$ cat src/rtl/song_recorder_if.sv
// song_recorder_if: recorder key/octave inputs, read port and status bundle.
// master drives keys and read address; slave is the recorder.
interface song_recorder_if #(
  parameter int DEPTH = 64
);
  localparam int AW = $clog2(DEPTH);

  logic          rec_enable;
  logic [6:0]    key_in;
  logic [1:0]    octave_keys;
  logic [AW-1:0] rd_addr;
  logic [13:0]   rd_data;
  logic [AW:0]   rec_count;
  logic          recording;
  logic          full;
  logic [3:0]    note_out;

  modport master (
    output rec_enable,
    output key_in,
    output octave_keys,
    output rd_addr,
    input  rd_data,
    input  rec_count,
    input  recording,
    input  full,
    input  note_out
  );

  modport slave (
    input  rec_enable,
    input  key_in,
    input  octave_keys,
    input  rd_addr,
    output rd_data,
    output rec_count,
    output recording,
    output full,
    output note_out
  );
endinterface

$ cat src/rtl/song_recorder.sv
// song_recorder: captures played notes, octaves and durations as song entries.
// Writer side of the song memory format that the auto-play path reads back.
module song_recorder #(
  parameter int DEPTH    = 64,
  parameter int TICK_DIV = 1_000_000
) (
  input logic            clk,
  input logic            reset,
  song_recorder_if.slave bus
);
  localparam int AW = $clog2(DEPTH);
  localparam int TW = (TICK_DIV > 1) ? $clog2(TICK_DIV) : 1;

  localparam logic [TW-1:0] TICK_MAX   = TW'(TICK_DIV - 1);
  localparam logic [TW-1:0] TICK_FIRST = (TICK_DIV > 1) ? TW'(1) : TW'(0);
  localparam logic [7:0]    DUR_FIRST  = (TICK_DIV > 1) ? 8'd0 : 8'd1;
  localparam logic [AW:0]   CNT_FULL   = (AW + 1)'(DEPTH);

  localparam logic [1:0] S_IDLE    = 2'd0;
  localparam logic [1:0] S_ARM     = 2'd1;
  localparam logic [1:0] S_CAPTURE = 2'd2;
  localparam logic [1:0] S_DONE    = 2'd3;

  logic [6:0]    key_s1, key_s2;
  logic [1:0]    oct_s1, oct_s2;
  logic [3:0]    note;
  logic [1:0]    oct;
  logic [5:0]    sym;

  logic [1:0]    state;
  logic          rec_en_q;
  logic [5:0]    cur_sym;
  logic [7:0]    dur;
  logic [TW-1:0] tick;
  logic [AW:0]   rec_count;
  logic          full;
  logic [13:0]   rd_q;

  logic          rise, fall, change, wrap;
  logic          wr_en;
  logic [7:0]    wr_dur;
  logic [AW:0]   cnt_nxt;

  logic [13:0]   mem [DEPTH];

  always_ff @(posedge clk) begin
    if (!reset) begin
      key_s1 <= '0;
      key_s2 <= '0;
      oct_s1 <= '0;
      oct_s2 <= '0;
    end else begin
      key_s1 <= bus.key_in;
      key_s2 <= key_s1;
      oct_s1 <= bus.octave_keys;
      oct_s2 <= oct_s1;
    end
  end

  // Lowest pressed key wins when several are held.
  always_comb begin
    note = 4'd0;
    for (int i = 6; i >= 0; i--) begin
      if (key_s2[i]) note = 4'(i + 1);
    end
  end

  always_comb begin
    unique case (1'b1)
      oct_s2 == 2'b01: oct = 2'd2;
      oct_s2 == 2'b10: oct = 2'd0;
      default:         oct = 2'd1;
    endcase
  end

  assign sym     = {note, oct};
  assign rise    = bus.rec_enable & ~rec_en_q;
  assign fall    = ~bus.rec_enable & rec_en_q;
  assign change  = sym != cur_sym;
  assign wrap    = tick == TICK_MAX;
  assign cnt_nxt = rec_count + 1'b1;

  // A note reaching 255 ticks is split so long holds keep their length.
  always_comb begin
    wr_en  = 1'b0;
    wr_dur = dur;
    if (reset && state == S_CAPTURE) begin
      if (fall) begin
        wr_en = (dur != 8'd0) && (cur_sym[5:2] != 4'd0);
      end else if (change) begin
        wr_en = dur != 8'd0;
      end else if (wrap && dur == 8'd254) begin
        wr_en  = 1'b1;
        wr_dur = 8'd255;
      end
    end
  end

  always_ff @(posedge clk) begin
    if (!reset) begin
      state     <= S_IDLE;
      rec_en_q  <= 1'b0;
      cur_sym   <= '0;
      dur       <= '0;
      tick      <= '0;
      rec_count <= '0;
      full      <= 1'b0;
    end else begin
      rec_en_q <= bus.rec_enable;
      if (wr_en) rec_count <= cnt_nxt;
      unique case (state)
        S_IDLE, S_DONE: begin
          if (rise) begin
            rec_count <= '0;
            full      <= 1'b0;
            state     <= S_ARM;
          end
        end
        S_ARM: begin
          if (fall) begin
            state <= S_DONE;
          end else if (note != 4'd0) begin
            cur_sym <= sym;
            dur     <= DUR_FIRST;
            tick    <= TICK_FIRST;
            state   <= S_CAPTURE;
          end
        end
        S_CAPTURE: begin
          // The detecting cycle already belongs to the new symbol.
          if (wr_en && cnt_nxt == CNT_FULL) begin
            full  <= 1'b1;
            state <= S_DONE;
          end else if (fall) begin
            state <= S_DONE;
          end else if (change) begin
            cur_sym <= sym;
            dur     <= DUR_FIRST;
            tick    <= TICK_FIRST;
          end else if (wrap) begin
            tick <= '0;
            dur  <= (dur == 8'd254) ? 8'd0 : dur + 8'd1;
          end else begin
            tick <= tick + 1'b1;
          end
        end
        default: state <= S_IDLE;
      endcase
    end
  end

  always_ff @(posedge clk) begin
    if (wr_en) mem[rec_count[AW-1:0]] <= {cur_sym, wr_dur};
  end

  always_ff @(posedge clk) begin
    if (!reset) rd_q <= '0;
    else        rd_q <= mem[bus.rd_addr];
  end

  assign bus.rd_data   = rd_q;
  assign bus.rec_count = rec_count;
  assign bus.recording = (state == S_ARM) || (state == S_CAPTURE);
  assign bus.full      = full;
  assign bus.note_out  = note;
endmodule

$ cat src/flat_wrapper.sv
// flat-port wrapper written by rule: the top's interface ports become plain ports
module song_recorder_flat 
#(
  parameter int DEPTH    = 64,
  parameter int TICK_DIV = 1_000_000
)
  (clk, reset, bus_rec_enable, bus_key_in, bus_octave_keys, bus_rd_addr, bus_rd_data, bus_rec_count, bus_recording, bus_full, bus_note_out);
  song_recorder_if #(.DEPTH(DEPTH)) bus_i ();
  input logic clk;
  input logic reset;
  input wire logic [$bits(bus_i.rec_enable)-1:0] bus_rec_enable;
  input wire logic [$bits(bus_i.key_in)-1:0] bus_key_in;
  input wire logic [$bits(bus_i.octave_keys)-1:0] bus_octave_keys;
  input wire logic [$bits(bus_i.rd_addr)-1:0] bus_rd_addr;
  output wire logic [$bits(bus_i.rd_data)-1:0] bus_rd_data;
  output wire logic [$bits(bus_i.rec_count)-1:0] bus_rec_count;
  output wire logic [$bits(bus_i.recording)-1:0] bus_recording;
  output wire logic [$bits(bus_i.full)-1:0] bus_full;
  output wire logic [$bits(bus_i.note_out)-1:0] bus_note_out;
  assign bus_i.rec_enable = bus_rec_enable;
  assign bus_i.key_in = bus_key_in;
  assign bus_i.octave_keys = bus_octave_keys;
  assign bus_i.rd_addr = bus_rd_addr;
  assign bus_rd_data = bus_i.rd_data;
  assign bus_rec_count = bus_i.rec_count;
  assign bus_recording = bus_i.recording;
  assign bus_full = bus_i.full;
  assign bus_note_out = bus_i.note_out;
  song_recorder #(.DEPTH(DEPTH), .TICK_DIV(TICK_DIV)) u_core (.clk(clk), .reset(reset), .bus(bus_i));
endmodule
$ cat config.mk
export PLATFORM = sky130hd
export DESIGN_NAME = song_recorder_flat
export DESIGN_NICKNAME = d
export VERILOG_FILES = /design/src/rtl/song_recorder_if.sv /design/src/rtl/song_recorder.sv /design/src/flat_wrapper.sv
export SDC_FILE = /design/constraint.sdc
export NUM_CORES = 1
export LEC_CHECK = 0
export ABC_AREA = 1
export CAP_MARGIN = 20
export CORE_MARGIN = 5
export CORE_UTILIZATION = 45
export CTS_BUF_LIST = sky130_fd_sc_hd__clkbuf_4 sky130_fd_sc_hd__clkbuf_8 sky130_fd_sc_hd__clkbuf_16
export DETAILED_ROUTE_END_ITERATION = 8
export MAX_ROUTING_LAYER = met4
export SLEW_MARGIN = 10
export SYNTH_ARGS = -nofsm -noshare
export SYNTH_HDL_FRONTEND = slang
export SYNTH_SLANG_ARGS = --single-unit
$ cat constraint.sdc
create_clock -name clk -period 5.5 [get_ports clk]
set_input_delay 0.55 -clock clk [delete_from_list [all_inputs] [get_ports clk]]
set_output_delay 0.55 -clock clk [all_outputs]
set_load 0.1 [all_outputs]
Word-level counts from Yosys, hierarchy flattened
Memories as Yosys holds them, arrays and structs flattened. A register that Yosys moved wholly into a read port is not among the register bits.
Cells that the tools add are included.

word-level totals
  flip-flop bits (word level) = 63
  latch bits = 0
  bits in writable memories = 896
  bits in read-only memories = 0
  input bits = 18
  output and inout port bits = 27
  logic and storage cells = 107
  memories kept = 1

cells by class
  $add $sub $neg = 3
  multiply operators = 0
  div/mod/pow operators = 0
  order comparisons = 0
  eq/ne operators = 19
  shift-type cells = 0
  multiplexer cells = 51
  bitwise operators = 4
  reduce and logical (&&, ||, !) cells = 18

memories
  name        depth  width  rd ports  clocked after memory_dff  wr ports  line                 RTL
  u_core.mem  64     14     1         1                         1         song_recorder.sv:44  logic [13:0] mem [DEPTH];

operators with widths
  kind                                                             number
  20-bit 2-to-1 mux                                                6
  8-bit 2-to-1 mux                                                 11
  20-bit case mux with 2 select lines                              1
  6-bit 2-to-1 mux                                                 5
  3-bit 2-to-1 mux                                                 7
  7-bit 2-to-1 mux                                                 3
  20-bit by 1-bit adder with 20-bit output, second input constant  1
  20-bit == test, second input constant                            1
  8-bit case mux with 2 select lines                               1
  6-bit case mux with 2 select lines                               1
  6-bit AND reduction                                              2
  2-bit 2-to-1 mux                                                 5
  3-bit by 1-bit != test with 1-bit output, second input constant  3
  8-bit by 1-bit adder with 8-bit output, second input constant    1
  8-bit == test, second input constant                             1
  1-bit 2-to-1 mux                                                 8
  2-bit by 1-bit != test with 1-bit output, second input constant  4
  4-bit nonzero test                                               2
  8-bit nonzero test                                               1
  7-bit by 1-bit adder with 7-bit output, second input constant    1
  7-bit == test, second input constant                             1
  2-bit == test, second input constant                             3
  2-bit != test, second input constant                             3
  5-bit by 6-bit != test with 1-bit output                         1
  14 further kinds                                                 22

Longest topological paths before layout
  word-level depth = 14
  depth in mapped cells = 18

Least setup slack after synthesis
OpenSTA, ideal clock, no wires.

  path kind = register to register
  from = reg u_core.cur_sym[0]
  to = mem u_core.mem[10][0], enable pin
  library setup time = 0.382 ns
  arrival = 2.961 ns
  path slack = 2.156 ns
  cell stages (with the launch flop) = 13
  clock period less this slack = 3.344 ns
  path through = dfxtp_1 inv_1 nand2_1 nand2_1 nor2_1 nand3_1 nor2_2 nand4_1 nand3_2 nand2_2 inv_2 nand4_1 nor2_1

on the way
  word-level cells in the longest chain between the ends = 6

RTL lines
  item                                      line                  RTL
  from (decl)                               song_recorder.sv:32   logic [5:0] cur_sym;
  from (signal assigned)                    song_recorder.sv:123  cur_sym <= sym;
  from (signal assigned)                    song_recorder.sv:137  cur_sym <= sym;
  5-bit by 6-bit != test with 1-bit output  song_recorder.sv:79   assign change = sym != cur_sym;
  1-bit 2-to-1 mux                          song_recorder.sv:90   end else if (change) begin
  1-bit 2-to-1 mux                          song_recorder.sv:88   if (fall) begin
  1-bit 2-to-1 mux                          song_recorder.sv:87   if (reset && state == S_CAPTURE) begin
  1-bit 2-to-1 mux                          song_recorder.sv:153  if (wr_en) mem[rec_count[AW-1:0]] <= {cur_sym, wr_dur};
  1-bit 2-to-1 mux (implied by the code)    song_recorder.sv:153
  to (decl)                                 song_recorder.sv:44

Every way passes these cells.

Final worst setup path
  from = reg u_core.tick[0]
  to = mem u_core.mem[25][3], enable pin

on the way
  word-level cells in the longest chain between the ends = 8

RTL lines
  item                                    line                  RTL
  from (decl)                             song_recorder.sv:34   logic [TW-1:0] tick;
  from (signal assigned)                  song_recorder.sv:144  tick <= tick + 1'b1;
  20-bit == test                          song_recorder.sv:80   assign wrap = tick == TICK_MAX;
  1-bit logical AND                       song_recorder.sv:92   end else if (wrap && dur == 8'd254) begin
  1-bit 2-to-1 mux                        song_recorder.sv:92
  1-bit 2-to-1 mux                        song_recorder.sv:90
  1-bit 2-to-1 mux                        song_recorder.sv:88
  1-bit 2-to-1 mux                        song_recorder.sv:87
  1-bit 2-to-1 mux                        song_recorder.sv:153
  1-bit 2-to-1 mux (implied by the code)  song_recorder.sv:153

Every way passes these cells.

==> metrics.md <==
| Metric | Value |
|---|---|
| Number of synthesized register bits | `approximately 900` |
| Crit end category | `register` |
| Max VDD drop | `approximately 320 µV` |
| Clk_skew | `approximately 0.031 ns` |
| Vias in the first global route | `around 23000` |
| XOR/XNOR Fraction of Synth Area | `less than 1%` |
| WL per Instance | `approximately 24 µm` |
| Clk root buf | `clkbuf_16` |
| Initial drt markers | `around 3000` |
| # hold bufs at CTS | `0` |
| CTS H-tree lvls | `3` |
| Final Non-Filler Cells | `between 4000 and 5000` |
| Area after DPL | `between 30000 and 40000 µm²` |
| CP max FO | `15` |
| RD Place Congestion | `just under 0.9` |
| Ys Warns | `0` |
| Sequential share of the synthesized area | `73.0%` |
| Setup violators final | `0` |
| Fin area | `just over 40000 µm²` |
| Multiplexer area fraction after synthesis | `0%` |
| Drt total wl | `approximately 100000 µm` |
| DRT Pass-1 Iters | `6` |
| Synth Area in Adders | `less than 1%` |
| Area Growth Syn to Fin | `13.6%` |
| Worst hold slack | `around 0.41 ns` |
| CTS tree | `built` |
| N_diodes | `0` |
| Pleak | `13.4 nW` |
| Clock sink count | `907` |
| Commonest non-fill, non-tap cell in the layout | `edfxtp_1` |
| FF/Latch Area | `26500 µm²` |
| Total CTS buffers | `92` |
| Post-synth cell types | `42` |
| Final Cycle Share | `between 70% and 80%` |
| Die Wd | `roughly 300 µm` |
| # Post-CTS Setup Buffers | `0` |
| Via density | `~5.9` |
| Min Tclk post-route | `between 3 and 4 ns` |
| Hold Crit Class | `reg -> reg` |
| Post-detail-place hpwl | `55700 µm` |
| Max Cap Viol | `0` |
| Endpoints failing hold | `0` |
| Critical path arrival | `4.14 ns` |
| F_max | `258 MHz` |
| Fill cells | `roughly 6800` |
| Total GRT Usage | `23.0%` |
| Slew Limit Fails | `0` |
| Worst slew pin tran | `approximately 1.1 ns` |
| CTS clk-pin slew, worst paths | `approximately 0.060 ns` |
| Layout cells sized above 1 | `a little over 10%` |
| Synth Flop Type | `edfxtp_1` |
| Core area | `about 80000 µm²` |
| Antenna Nets Post-Route | `0` |
| Post-Syn Area | `36300 µm²` |
| Area of the multi-input gates | `slightly below 9000 µm²` |
| Startpoint types | `register` |
| IO buf count | `42` |
| Cell count after synthesis | `between 2000 and 3000` |
| Largest net degree at the start of global routing | `approximately 170` |
| Setup TNS | `0 ns` |
| Overflow after GRT | `0` |
| Main combinational cell family by area after synthesis | `compound AO/OA/AOI/OAI gates` |
| Cells after DPL | `between 3000 and 4000` |
| Commonest non-fill, non-tap cells in the layout | `832 x edfxtp_1, 580 x nor2_1, 457 x o21ai_0, 156 x nand3_1, 150 x o221ai_1` |
| Status | `completed` |
| Simple-Gate Fraction of Synth Area | `~11%` |
| Kind of critical path | `reg -> reg` |
| Worst Path Required | `about 5.8 ns` |
| Die area | `~86000 µm²` |
| Post-Syn Area per Cell | `12.6 µm²` |
| Drc violations | `0` |
| Power Density | `roughly 390 nW/µm²` |
| Async SR Flop Fraction | `0%` |
| Initial antenna violation count | `1` |
| Clock buffer depth | `3` |
| I/O pin cnt | `45` |
| Row count | `roughly 100` |
| Total power | `between 15 and 20 mW` |
| Initial Utilization | `approximately 45%` |
| Reg2reg setup slack | `approximately 1.6 ns` |
| Layout net count | `~2900` |
| Slew margin rel. | `between 20% and 30%` |
| Chip height | `between 200 and 300 µm` |
| Clock insertion delay at the later pin of the skew report | `0.65 ns` |
| Gates resized, CTS repair | `0` |
| Routed vias | `about 24000` |
| Post-synth EDFFs | `832` |
| First-pass GRT wire length | `147000 µm` |
| RSZ-0062 raised after global routing | `no` |
| Synth Area in Compound Gates | `roughly an eighth` |
cells in the mapped netlist, types with 6 or more instances:
cell type	n	area, µm²
nand2_1	107	402
nor3_1	30	150
a21oi_1	37	185
ha_1	9	113
o22ai_1	58	363
nand4_1	13	81.3
nor4_1	6	37.5
edfxtp_1	832	25000
nand3_1	156	781
buf_2	12	60.1
o311ai_0	9	78.8
nor2_1	580	2180
clkbuf_1	158	593
buf_1	23	86.3
xor2_1	16	140
dfxtp_1	75	1500
o21ai_0	457	2290
inv_1	81	304
o211ai_1	13	97.6
o221ai_1	150	1310
a211oi_1	6	45.0
stage by stage:
| step | util [%] | worst slack [ns] |
|---|---|---|
| 5_1_grt | 51.3 | 1.29 |
| 4_1_cts | 51.2 | 1.66 |
| 2_1_floorplan | - | 2.16 |
| 6_report | 51.3 | 1.62 |
| 3_3_place_gp | 47.4 | 1.73 |
| 3_5_place_dp | 47.4 | 1.68 |
sequential cells by signal (all words and copies together), names as in the netlist:
name	cells
u_core.dur	8
u_core.mem	832
u_core.bus.rd_data	13
u_core.bus.rec_count	7
u_core.oct_s1	2
u_core.key_s1	7
u_core.cur_sym	5
u_core.rec_en_q	1
u_core.bus.full	1
u_core.oct_s2	2
u_core.tick	20
u_core.key_s2	7
u_core.state	2
cells by family after synthesis:
group	after synthesis
buffers and inverters	289
AOI/OAI and AO/OA	741
and+or+nand+nor	916
other	1
adders and majority gates	9
xor gates and xnor gates	20
DFF	907
layout make-up:
| cell class | instances | share of cell area (%) |
|---|---|---|
| clock buffer | 125 | 6.37 |
| clock inverter | 48 | 1.14 |
| inverter | 89 | 0.857 |
| multi-input combinational | 1688 | 21.0 |
| sequential | 907 | 64.3 |
| tap | 1060 | 3.22 |
| timing repair buffer | 143 | 3.07 |
critical path, cell delays in order, from the launching register on:
cell and delay, ns:
dfxtp_1 0.39, ha_1 0.26, nand2_1 0.10, nor2_1 0.13, nand2_1 0.11, nor2_1 0.11, nand2_1 0.11, nor2_1 0.12
nand4_1 0.12, nand3_2 0.12, nand2_2 0.14, inv_2 0.26, nand4_1 0.50, nor2_1 1.01
layer usage:
metal  share of wire, %  routed length [µm]  global-route usage, %  vias to the layer above
li1                   -                   -                      -                    10795
met1                 42               41100                   31.4                    12049
met2                 47               46200                   35.8                     1040
met3                8.2                8020                   3.95                      172
met4                3.1                3050                   6.81                        0
met5                  0                   0                      -                        -
power by group:
part,total (mW),switching (mW),internal (mW)
Clock,6.30,2.58,3.72
Combinational,1.81,1.46,0.345
Sequential,8.08,0.117,7.96
worst paths after layout:
kind,endpoint,start,cells after the start
worst min-delay path,u_core.key_s2[0],u_core.key_s1[0],2
worst min register to register,u_core.key_s2[0],u_core.key_s1[0],2
worst max-delay path,u_core.mem[25][3],u_core.tick[0],13
worst max register to register,u_core.mem[25][3],u_core.tick[0],13
(Power assumes the default switching activity.)
